===== config.mk =====
export PLATFORM = sky130hd
export DESIGN_NAME = pcs_transmit
export DESIGN_NICKNAME = d
export VERILOG_FILES = /design/src/rtl/pcs_transmit_pkg.sv /design/src/rtl/pcs_transmit_encoder.sv /design/src/rtl/pcs_transmit.sv
export SDC_FILE = /design/constraint.sdc
export NUM_CORES = 1
export LEC_CHECK = 0
export CAP_MARGIN = 20
export CELL_PAD_IN_SITES_DETAIL_PLACEMENT = 0
export CELL_PAD_IN_SITES_GLOBAL_PLACEMENT = 2
export CORE_MARGIN = 1
export CORE_UTILIZATION = 39
export CTS_CLUSTER_SIZE = 30
export DETAILED_ROUTE_END_ITERATION = 12
export DONT_BUFFER_PORTS = 1
export GPL_ROUTABILITY_DRIVEN = 0
export PLACE_DENSITY_LB_ADDON = 0.2
export SLEW_MARGIN = 25
export SYNTH_ARGS = -nofsm -noshare
export SYNTH_HDL_FRONTEND = slang
export SYNTH_HIERARCHICAL = 1
export SYNTH_SLANG_ARGS = --single-unit

===== constraint.sdc =====
create_clock -name clk -period 17.2 [get_ports clk]
set_input_delay 4.3 -clock clk [delete_from_list [all_inputs] [get_ports clk]]
set_output_delay 4.3 -clock clk [all_outputs]
set_load 0.02 [all_outputs]

===== src/rtl/pcs_transmit_pkg.sv =====
// Shared 1000BASE-X PCS definitions: code-group constants, state encodings
// and the sub-block running-disparity rules used by transmit and receive.
package pcs_transmit_pkg;

  typedef enum logic {
    RD_NEG = 1'b0,
    RD_POS = 1'b1
  } rd_t;

  typedef enum logic [2:0] {
    XMIT_IDLE = 3'd0,
    START_PKT = 3'd1,
    TX_DATA   = 3'd2,
    END_T     = 3'd3,
    END_R1    = 3'd4,
    END_R2    = 3'd5
  } state_t;

  // Octet values presented to the encoder for the special code groups.
  localparam logic [7:0] K28_5_OCTET = 8'hBC;
  localparam logic [7:0] K27_7_OCTET = 8'hFB;
  localparam logic [7:0] K29_7_OCTET = 8'hFD;
  localparam logic [7:0] K23_7_OCTET = 8'hF7;
  localparam logic [7:0] D16_2_OCTET = 8'h50;
  localparam logic [7:0] D5_6_OCTET  = 8'hC5;

  // Ten-bit code groups {a,b,c,d,e,i,f,g,h,j}, named by entering disparity.
  localparam logic [9:0] K28_5_NEG = 10'b0011111010;
  localparam logic [9:0] K28_5_POS = 10'b1100000101;
  localparam logic [9:0] K27_7_NEG = 10'b1101101000;
  localparam logic [9:0] K27_7_POS = 10'b0010010111;
  localparam logic [9:0] K29_7_NEG = 10'b1011101000;
  localparam logic [9:0] K29_7_POS = 10'b0100010111;
  localparam logic [9:0] K23_7_NEG = 10'b1110101000;
  localparam logic [9:0] K23_7_POS = 10'b0001010111;
  localparam logic [9:0] D16_2_NEG = 10'b0110110101;
  localparam logic [9:0] D16_2_POS = 10'b1001000101;
  localparam logic [9:0] D5_6      = 10'b1010010110;

  // A balanced sub-block keeps the disparity, except 000111/111000 and
  // 0011/1100 which force it to the sign of their trailing bits.
  function automatic rd_t rd_after_6b(input logic [5:0] blk, input rd_t rd_in);
    int ones;
    ones = $countones(blk);
    if (ones > 3)             return RD_POS;
    else if (ones < 3)        return RD_NEG;
    else if (blk == 6'b000111) return RD_POS;
    else if (blk == 6'b111000) return RD_NEG;
    else                       return rd_in;
  endfunction

  function automatic rd_t rd_after_4b(input logic [3:0] blk, input rd_t rd_in);
    int ones;
    ones = $countones(blk);
    if (ones > 2)            return RD_POS;
    else if (ones < 2)       return RD_NEG;
    else if (blk == 4'b0011) return RD_POS;
    else if (blk == 4'b1100) return RD_NEG;
    else                     return rd_in;
  endfunction

endpackage


===== src/rtl/pcs_transmit_encoder.sv =====
// Combinational 8b/10b encoder: 5b/6b then 3b/4b, each sub-block chosen
// by the disparity in effect when it starts.
module encoder_8b10b
  import pcs_transmit_pkg::*;
(
  input  logic [7:0] data,
  input  logic       is_k,
  input  rd_t        rd_in,
  output logic [9:0] code,
  output rd_t        rd_out
);

  // Negative-disparity form of the 6b sub-block; the positive form is its
  // complement whenever the block is unbalanced or is 111000.
  function automatic logic [5:0] code6_neg_of(input logic [4:0] x);
    logic [5:0] r;
    case (x)
      5'd0:  r = 6'b100111;
      5'd1:  r = 6'b011101;
      5'd2:  r = 6'b101101;
      5'd3:  r = 6'b110001;
      5'd4:  r = 6'b110101;
      5'd5:  r = 6'b101001;
      5'd6:  r = 6'b011001;
      5'd7:  r = 6'b111000;
      5'd8:  r = 6'b111001;
      5'd9:  r = 6'b100101;
      5'd10: r = 6'b010101;
      5'd11: r = 6'b110100;
      5'd12: r = 6'b001101;
      5'd13: r = 6'b101100;
      5'd14: r = 6'b011100;
      5'd15: r = 6'b010111;
      5'd16: r = 6'b011011;
      5'd17: r = 6'b100011;
      5'd18: r = 6'b010011;
      5'd19: r = 6'b110010;
      5'd20: r = 6'b001011;
      5'd21: r = 6'b101010;
      5'd22: r = 6'b011010;
      5'd23: r = 6'b111010;
      5'd24: r = 6'b110011;
      5'd25: r = 6'b100110;
      5'd26: r = 6'b010110;
      5'd27: r = 6'b110110;
      5'd28: r = 6'b001110;
      5'd29: r = 6'b101110;
      5'd30: r = 6'b011110;
      default: r = 6'b101011;
    endcase
    return r;
  endfunction

  logic [4:0] x;
  logic [2:0] y;
  logic [5:0] code6_neg;
  logic [5:0] code6;
  logic [3:0] code4_neg;
  logic [3:0] code4;
  logic       flip4;
  logic       use_a7;
  rd_t        rd6;

  assign x = data[4:0];
  assign y = data[7:5];

  always_comb begin
    code6_neg = (is_k && x == 5'd28) ? 6'b001111 : code6_neg_of(x);
    if (rd_in == RD_POS && ($countones(code6_neg) != 3 || code6_neg == 6'b111000))
      code6 = ~code6_neg;
    else
      code6 = code6_neg;
    rd6 = rd_after_6b(code6, rd_in);

    // D.x.A7 avoids a run of five equal bits across the sub-block boundary.
    use_a7 = (rd6 == RD_NEG && (x == 5'd17 || x == 5'd18 || x == 5'd20)) ||
             (rd6 == RD_POS && (x == 5'd11 || x == 5'd13 || x == 5'd14));

    if (is_k) begin
      case (y)
        3'd0:    code4_neg = 4'b1011;
        3'd1:    code4_neg = 4'b0110;
        3'd2:    code4_neg = 4'b1010;
        3'd3:    code4_neg = 4'b1100;
        3'd4:    code4_neg = 4'b1101;
        3'd5:    code4_neg = 4'b0101;
        3'd6:    code4_neg = 4'b1001;
        default: code4_neg = 4'b0111;
      endcase
      flip4 = (rd6 == RD_POS);
    end else begin
      case (y)
        3'd0:    code4_neg = 4'b1011;
        3'd1:    code4_neg = 4'b1001;
        3'd2:    code4_neg = 4'b0101;
        3'd3:    code4_neg = 4'b1100;
        3'd4:    code4_neg = 4'b1101;
        3'd5:    code4_neg = 4'b1010;
        3'd6:    code4_neg = 4'b0110;
        default: code4_neg = use_a7 ? 4'b0111 : 4'b1110;
      endcase
      flip4 = (rd6 == RD_POS) &&
              ($countones(code4_neg) != 2 || code4_neg == 4'b1100);
    end

    code4  = flip4 ? ~code4_neg : code4_neg;
    rd_out = rd_after_4b(code4, rd6);
    code   = {code6, code4};
  end

endmodule


===== src/rtl/pcs_transmit.sv =====
// 1000BASE-X PCS transmit: turns GMII TX_EN/TXD into one 8b/10b code group
// per clock, framing packets with /S/ /T/ /R/ and filling gaps with /I/.
module pcs_transmit
  import pcs_transmit_pkg::*;
(
  input  logic       clk,
  input  logic       reset,
  input  logic       TX_EN,
  input  logic [7:0] TXD,
  output logic [9:0] tx_code_group,
  output logic       tx_even,
  output logic       transmitting
);

  state_t     state;
  state_t     state_next;
  rd_t        rd;       // disparity entering the group now on tx_code_group
  rd_t        rd_line;  // disparity left behind by that group
  logic [7:0] sym_data;
  logic       sym_k;
  logic       sym_tx;
  logic [9:0] enc_code;
  rd_t        enc_rd_out;

  // The group on the line is always at the opposite parity to the next
  // slot, so tx_even=1 means the group being chosen lands on an odd slot.
  always_comb begin
    // NOTE: every combinational output gets a default first, so no branch
    // can leave one unassigned and infer a latch.
    state_next = state;
    sym_data   = K28_5_OCTET;
    sym_k      = 1'b1;
    sym_tx     = 1'b0;

    case (state)
      XMIT_IDLE: begin
        if (tx_even) begin
          // K28.5 entered negative (left positive): /I2/ restores negative.
          sym_k    = 1'b0;
          sym_data = (rd == RD_NEG) ? D16_2_OCTET : D5_6_OCTET;
        end else if (TX_EN) begin
          sym_data   = K27_7_OCTET;
          sym_tx     = 1'b1;
          state_next = START_PKT;
        end
      end
      START_PKT, TX_DATA: begin
        sym_tx = 1'b1;
        if (TX_EN) begin
          sym_k      = 1'b0;
          sym_data   = TXD;
          state_next = TX_DATA;
        end else begin
          sym_data   = K29_7_OCTET;
          state_next = END_T;
        end
      end
      END_T: begin
        sym_data   = K23_7_OCTET;
        state_next = END_R1;
      end
      END_R1: begin
        if (tx_even) begin
          sym_data   = K23_7_OCTET;
          state_next = END_R2;
        end else begin
          state_next = XMIT_IDLE;
        end
      end
      END_R2: begin
        state_next = XMIT_IDLE;
      end
      default: begin
        state_next = XMIT_IDLE;
      end
    endcase
  end

  encoder_8b10b u_encoder (
    .data   (sym_data),
    .is_k   (sym_k),
    .rd_in  (rd_line),
    .code   (enc_code),
    .rd_out (enc_rd_out)
  );

  always_ff @(posedge clk) begin
    // NOTE: non-blocking assignments, so every register here sees the
    // pre-edge value of the others regardless of statement order.
    if (reset) begin
      state         <= XMIT_IDLE;
      tx_even       <= 1'b1;
      tx_code_group <= K28_5_NEG;
      transmitting  <= 1'b0;
      rd            <= RD_NEG;
      rd_line       <= RD_POS;
    end else begin
      state         <= state_next;
      tx_even       <= ~tx_even;
      tx_code_group <= enc_code;
      transmitting  <= sym_tx;
      rd            <= rd_line;
      rd_line       <= enc_rd_out;
    end
  end

endmodule


Word level (Yosys, flattened, before mapping)
Memories as Yosys holds them, arrays and structs flattened.
Index checks and enable logic that the tools add are counted.
{"block": "word_totals", "out_inout_bits": 12, "romBits": 192, "inputBits": 11, "latchBits": 0, "ramBits": 0, "register_bits": 17, "memories": 1, "word_cells": 108}
{"block": "classes", "muxes": 33, "add_sub_neg": 16, "n_reduce_logical": 17, "order_cmp": 4, "bitwise_logic": 4, "n_mul": 0, "div_mod_pow": 0, "eq_ne": 27, "n_shift": 0}
{"memory": "(name not given)", "words": 32, "word_bits": 6, "read_ports": 1, "rd_ports_with_merged_regs": 0, "wr": 0, "line": "pcs_transmit_encoder.sv:17", "rtl": "case (x)"}
{"operator": "32-bit adder", "n": 6}
{"operator": "32-bit by 3-bit > comparator with 1-bit output, second input constant", "n": 2}
{"operator": "32-bit by 3-bit less-than comparator with 1-bit output, second input constant", "n": 2}
{"operator": "32-bit by 3-bit != test with 1-bit output, second input constant", "n": 2}
{"operator": "4-bit case mux with 7 select lines", "n": 2}
{"operator": "8-bit case mux with 4 select lines", "n": 1}
{"operator": "8-bit 2-to-1 mux", "n": 3}
{"operator": "1-bit by 1-bit adder with 2-bit output", "n": 10}
{"operator": "5-bit equality test, second input constant", "n": 4}
{"operator": "4-bit 2-to-1 mux", "n": 4}
{"operator": "5-bit by 4-bit equality test with 1-bit output, second input constant", "n": 3}
{"operator": "7-bit 2-to-1 mux", "n": 2}
{"operator": "1-bit 2-to-1 mux", "n": 13}
{"operator": "3-bit by 2-bit equality test with 1-bit output, second input constant", "n": 4}
{"operator": "3-bit equality test, second input constant", "n": 4}
{"operator": "6-bit equality test, second input constant", "n": 2}
{"operator": "6-bit 2-to-1 mux", "n": 2}
{"operator": "3-bit case mux with 4 select lines", "n": 1}
{"operator": "3-bit 2-to-1 mux", "n": 3}
{"operator": "4-bit equality test, second input constant", "n": 2}
{"operator": "1-bit logical OR", "n": 7}
{"operator": "3-bit by 1-bit equality test with 1-bit output, second input constant", "n": 2}
{"operator": "6-bit by 3-bit equality test with 1-bit output, second input constant", "n": 1}
{"operator": "3-bit logical NOT", "n": 2}
{"operator": "other kinds (9)", "n": 17}

Depth between registers and ports, before layout
{"block": "depth", "depth_word": 36, "ltp_mapped": 49, "depth_no_buf": 48}

Modules after synthesis
The synthesis kept the hierarchy.
{"module": "encoder_8b10b", "area_per_inst_um2": 1488.9, "cells_each": 198, "seq_area_each_um2": 0.0, "instances": 1}
{"module": "pcs_transmit", "area_per_inst_um2": 874.6, "cells_each": 94, "seq_area_each_um2": 340.3, "instances": 1}

Least setup slack after synthesis
No wires, ideal clock.
{"block": "synth_path", "path_kind": "input to register", "start": "in TX_EN", "end": "reg rd_line", "n_path_buf": 1, "path_slack_ps": 2749, "setup_time_ps": 123, "arrival_ps": 14328, "required_time_ps": 17077, "stages": 46, "cell_sequence": "buf_2 -> nor3b_1 -> o32ai_1 -> inv_1 -> ha_1 -> mux2i_1 -> a211oi_1 -> a41oi_2 -> inv_1 -> fa_1 -> fa_1 -> inv_1 -> ha_1 -> inv_1 -> fa_1 -> o31a_1 -> xnor2_1 -> and2_1 -> [... 10 more ...] -> mux2_2 -> ha_1 -> xor2_1 -> ha_1 -> ha_1 -> nor4b_1 -> o21a_1 -> a21oi_2 -> a31oi_1 -> nand3_1 -> fa_1 -> inv_1 -> ha_1 -> ha_1 -> nor2_1 -> and3_1 -> a31oi_1 -> or2_2"}
{"block": "synth_between", "elab_chain_cells": 36, "word_cells_on_any_way": 81, "cone_classes": "add/sub (16); order compare (4); eq/ne (21); mux (22); bitwise (3); reduce/logical (14); memory (1)"}
{"item": "from (decl)", "line": "pcs_transmit.sv:8", "rtl": "input logic TX_EN,"}
{"item": "7-bit 2-to-1 mux", "line": "pcs_transmit.sv:41", "rtl": "end else if (TX_EN) begin"}
{"item": "8-bit 2-to-1 mux", "line": "pcs_transmit.sv:37", "rtl": "if (tx_even) begin"}
{"item": "8-bit case mux with 4 select lines (*)", "line": "pcs_transmit.sv:35", "rtl": "case (state)"}
{"item": "via sym_data[0]", "line": "pcs_transmit.sv:19", "rtl": "logic [7:0] sym_data;"}
{"item": "branches (longest 2 deep; another with memory read 32 x 6 bit)"}
{"item": "6-bit 2-to-1 mux (*)", "line": "pcs_transmit_encoder.sv:68", "rtl": "code6_neg = (is_k && x == 5'd28) ? 6'b001111 : code6_neg_of(x);"}
{"item": "1-bit by 1-bit adder with 2-bit output (not written as such)", "line": "pcs_transmit_encoder.sv:69", "rtl": "if (rd_in == RD_POS && ($countones(code6_neg) != 3 || code6_neg == 6'b111000))"}
{"item": "32-bit adder (not written as such) (2 in series)", "line": "pcs_transmit_encoder.sv:69"}
{"item": "[... 4 more ...]"}
{"item": "via enc_code[7]", "line": "pcs_transmit.sv:22", "rtl": "logic [9:0] enc_code;"}
{"item": "[... 15 more ...]"}
{"item": "1-bit logical OR", "line": "pcs_transmit_encoder.sv:103", "rtl": "($countones(code4_neg) != 2 || code4_neg == 4'b1100);"}
{"item": "1-bit logical AND", "line": "pcs_transmit_encoder.sv:102", "rtl": "flip4 = (rd6 == RD_POS) &&"}
{"item": "1-bit 2-to-1 mux", "line": "pcs_transmit_encoder.sv:79", "rtl": "if (is_k) begin"}
{"item": "4-bit 2-to-1 mux", "line": "pcs_transmit_encoder.sv:106", "rtl": "code4 = flip4 ? ~code4_neg : code4_neg;"}
{"item": "1-bit by 1-bit adder with 2-bit output (not written as such) / 4-bit equality test (equally long branches)", "line": "pcs_transmit_pkg.sv:54, pcs_transmit_pkg.sv:58"}
{"item": "32-bit adder (not written as such) / 1-bit 2-to-1 mux (equally long branches)", "line": "pcs_transmit_pkg.sv:54, pcs_transmit_pkg.sv:58"}
{"item": "32-bit by 3-bit less-than comparator with 1-bit output (tied with other cells)", "line": "pcs_transmit_pkg.sv:56", "rtl": "else if (ones < 2) return RD_NEG;"}
{"item": "1-bit 2-to-1 mux / 2-bit OR reduction (equally long branches)"}
{"item": "to (signal assigned)", "line": "pcs_transmit.sv:103", "rtl": "rd_line <= enc_rd_out;"}
{"item": "to (decl)", "line": "pcs_transmit.sv:18", "rtl": "rd_t rd_line;"}
Mark *: on every way through the listed nets, which the timed path passes. The select of a mux whose other input is x is not followed.
A chain may end at the register's enable or synchronous reset.

Worst setup path in the final report
{"block": "layout_path", "start": "in TX_EN", "end": "reg rd_line"}
{"block": "layout_between", "elab_chain_cells": 36, "word_cells_on_any_way": 81, "cone_classes": "add/sub (16); order compare (4); eq/ne (21); mux (22); bitwise (3); reduce/logical (14); memory (1)"}
{"item": "7-bit 2-to-1 mux", "line": "pcs_transmit.sv:41"}
{"item": "8-bit 2-to-1 mux", "line": "pcs_transmit.sv:37"}
{"item": "8-bit case mux with 4 select lines (*)", "line": "pcs_transmit.sv:35"}
{"item": "via sym_data[0]", "line": "pcs_transmit.sv:19"}
{"item": "branches (longest 28 deep; another with 32-bit adder)"}
{"item": "4-bit 2-to-1 mux (*)", "line": "pcs_transmit_encoder.sv:106"}
{"item": "via enc_code[3]", "line": "pcs_transmit.sv:22"}
{"item": "1-bit by 1-bit adder with 2-bit output (not written as such) / 4-bit equality test (equally long branches)", "line": "pcs_transmit_pkg.sv:54, pcs_transmit_pkg.sv:58"}
{"item": "32-bit adder (not written as such) / 1-bit 2-to-1 mux (equally long branches)", "line": "pcs_transmit_pkg.sv:54, pcs_transmit_pkg.sv:58"}
{"item": "32-bit by 3-bit less-than comparator with 1-bit output (tied with other cells)", "line": "pcs_transmit_pkg.sv:56"}
{"item": "1-bit 2-to-1 mux / 2-bit OR reduction (equally long branches)"}
Marks and branches as above.

==> qor.yml <==
floorplanning:
  fp.dieArea_um2: 6380
  die_h_um: 79.8
  rows: 27
  die_w_um: 79.8
  io_pins: 23
  core_um2: 5680
  start_util_pct: 41.6
yosys:
  synth_area_per_cell_um2: 8.09
  synth.net_count: 332
  netlist_area_um2: 2360
  synth_seq_cells: 17
  synth_edf_count: 0
  syn-instance-count: 292
  ys_types: 71
  ys_seq_area_share_pct: 14.4
  synthFlopType: "dfxtp_1"
  ys_async_sr_fraction_pct: 0
  yosys_warnings: 6
timing:
  fmax_mhz: 64.7
  post-route-period-util_pct: 89.9
  tns_ns: 0
  finClkSkew_ns: 0.00466
  rsz0062_at_grt: "no"
  tightest_slew_ns: 0.961
  slew_violations: 0
  relSlewSlack_pct: 35.7
  setup_viol: 0
  finalHoldViolCount: 0
  period_minus_slack_ns: 15.46
hold_path:
  hold_path.class: "reg -> reg"
route:
  wire_per_inst_um: 14.7
  drc: 0
  vias_per_cell: 5.52
  dr_wl_met2_um: 2320
  met1Wirelength_um: 2700
  top_layer: "met4"
  wl_um: 5190
  drt_first_iter_violations: 71
  vias: 1944
  wl_met3_um: 138
  ant_nets: 0
  firstDrtPassIters: 4
global_route:
  antenna_found_initial: 0
  grt.overflow.total: 0
  grt_pass1_wl_um: 8650
  first_global_vias: 1841
  grt_max_degree: 24
  track_usage_pct: 17.1
critical_path:
  crit_arrival_ns: 15.60
  worst_path_most_repeated_cell: "ha_1"
  slowest_stage: "o32ai_1"
  cp.required_ns: 17.34
  slowest_delay_ns: 0.83
  critPathLaunchType: "primary input"
  crit_fanout: 14
  worst-setup-path-type: "in -> reg"
  crit_path_end_kind: "flop"
final_layout:
  final_cells: 352
  fin_nets: 321
  post-route-util_pct: 42.3
  fillers: 610
  area_delta_synth_final_pct: 1.48
  drive_above_1_share_pct: 14.6
  num_antenna_cells: 0
placement:
  io_buffers: 0
  dp_cells: 348
  hpwl_um: 3910
clock_tree:
  cts_buffers: 3
  clock_path_buffers: 2
  clock_sinks: 17
  cts_resized: 0
  htree_levels: 1
  cts_tree: "built"
  cts-root-buf: "clkbuf_8"
  cts_hold_buf: 0
  path_clk_slew_ns: 0.07
  post_cts_buffers: 0
  clk-insertion-delay-late_ns: 0.25
status:
  status: "finished clean"
job:
  drv_cap: 0
state kept, by name (all words and copies together) (netlist names):
| name | cells |
|---|---|
| tx_code_group | 10 |
| state | 3 |
| rd | 1 |
| rd_line | 1 |
| transmitting | 1 |
| tx_even | 1 |
placed cells by master (no fill, tap or decap), types with 5 or more instances in the layout:
cell,n
inv_1,25
ha_1,24
nand2_1,19
nor2_1,17
dfxtp_1,17
nor2b_1,14
a21oi_1,12
o21ai_0,9
nand3_1,9
or2_2,9
xnor2_1,8
nand2b_1,5
nand4_1,5
and3_1,5
fa_1,5
logic make-up (layout without fill, tap and decap cells):
family	Yosys count	count (layout)	share of synthesized area, %
adders and majority gates	30	30	17.4
buffers and inverters	46	34	9.21
DFF	17	17	14.4
AOI/OAI and AO/OA	70	70	25.0
muxes	6	6	2.65
xor gates and xnor gates	10	10	3.71
and+or+nand+nor	113	113	27.6
critical path: cells and delay by family:
family / cells / cell delay [ns]
muxes: 3 / 0.87
buffers and inverters: 7 / 0.79
xor gates and xnor gates: 2 / 0.33
AOI/OAI and AO/OA: 12 / 3.28
and+or+nand+nor: 11 / 1.88
adders and majority gates: 12 / 4.13
path summary, 6_finish.rpt:
kind	startpoint	endpoint	slack (ns)	cells past startpoint
worst max-delay path	TX_EN	rd_line$_SDFF_PP1_	1.74	47
worst min-delay path	rd_line$_SDFF_PP1_	rd$_SDFF_PP0_	0.54	1
worst max register to register	state[1]$_SDFFE_PP0P_	rd_line$_SDFF_PP1_	4.81	47
worst min register to register	rd_line$_SDFF_PP1_	rd$_SDFF_PP0_	0.54	1
metal layers:
layer  vias up  track usage (%)
met5         -                0
met4         0             2.14
met3         2             2.63
met2        31             28.3
met1       895             23.9
li1       1016                -
area by class of cell:
| type | count | area (um^2) | area share (%) |
|---|---|---|---|
| repair buffers | 1 | 7.51 | 0.313 |
| clock buffers | 3 | 41.3 | 1.72 |
| flip-flops and latches | 17 | 340 | 14.2 |
| well taps | 72 | 90.1 | 3.76 |
| clock inverters | 1 | 5.00 | 0.209 |
| multi-input cells | 229 | 1810 | 75.3 |
| inverters | 29 | 109 | 4.54 |
cells in the mapped netlist (5+ instances only):
library cell | instances | area (um^2)
nor2b_1 | 14 | 87.6
dfxtp_1 | 17 | 340
xnor2_1 | 8 | 70.1
nor2_1 | 17 | 63.8
nand3_1 | 9 | 45.0
ha_1 | 24 | 300
clkbuf_1 | 5 | 18.8
nand2_1 | 19 | 71.3
inv_1 | 25 | 93.8
fa_1 | 5 | 100
or2_2 | 9 | 56.3
o21ai_0 | 9 | 45.0
buf_2 | 6 | 30.0
nand4_1 | 5 | 31.3
a21oi_1 | 12 | 60.1
and3_1 | 5 | 31.3
nand2b_1 | 5 | 31.3
through the flow:
| stage | hold WS, ns | worst slack, ns | instance area [um^2] |
|---|---|---|---|
| 2_1_floorplan | 0.489 | 2.75 | 2360 |
| 3_3_place_gp | 0.546 | 1.48 | 2350 |
| 3_5_place_dp | 0.543 | 1.49 | 2350 |
| 4_1_cts | 0.555 | 1.74 | 2400 |
| 5_1_grt | 0.580 | 0.877 | 2400 |
| 6_report | 0.542 | 1.74 | 2400 |
Power is not shown: default switching activity piles up to over one toggle a cycle in this logic, so the estimate is an artifact.
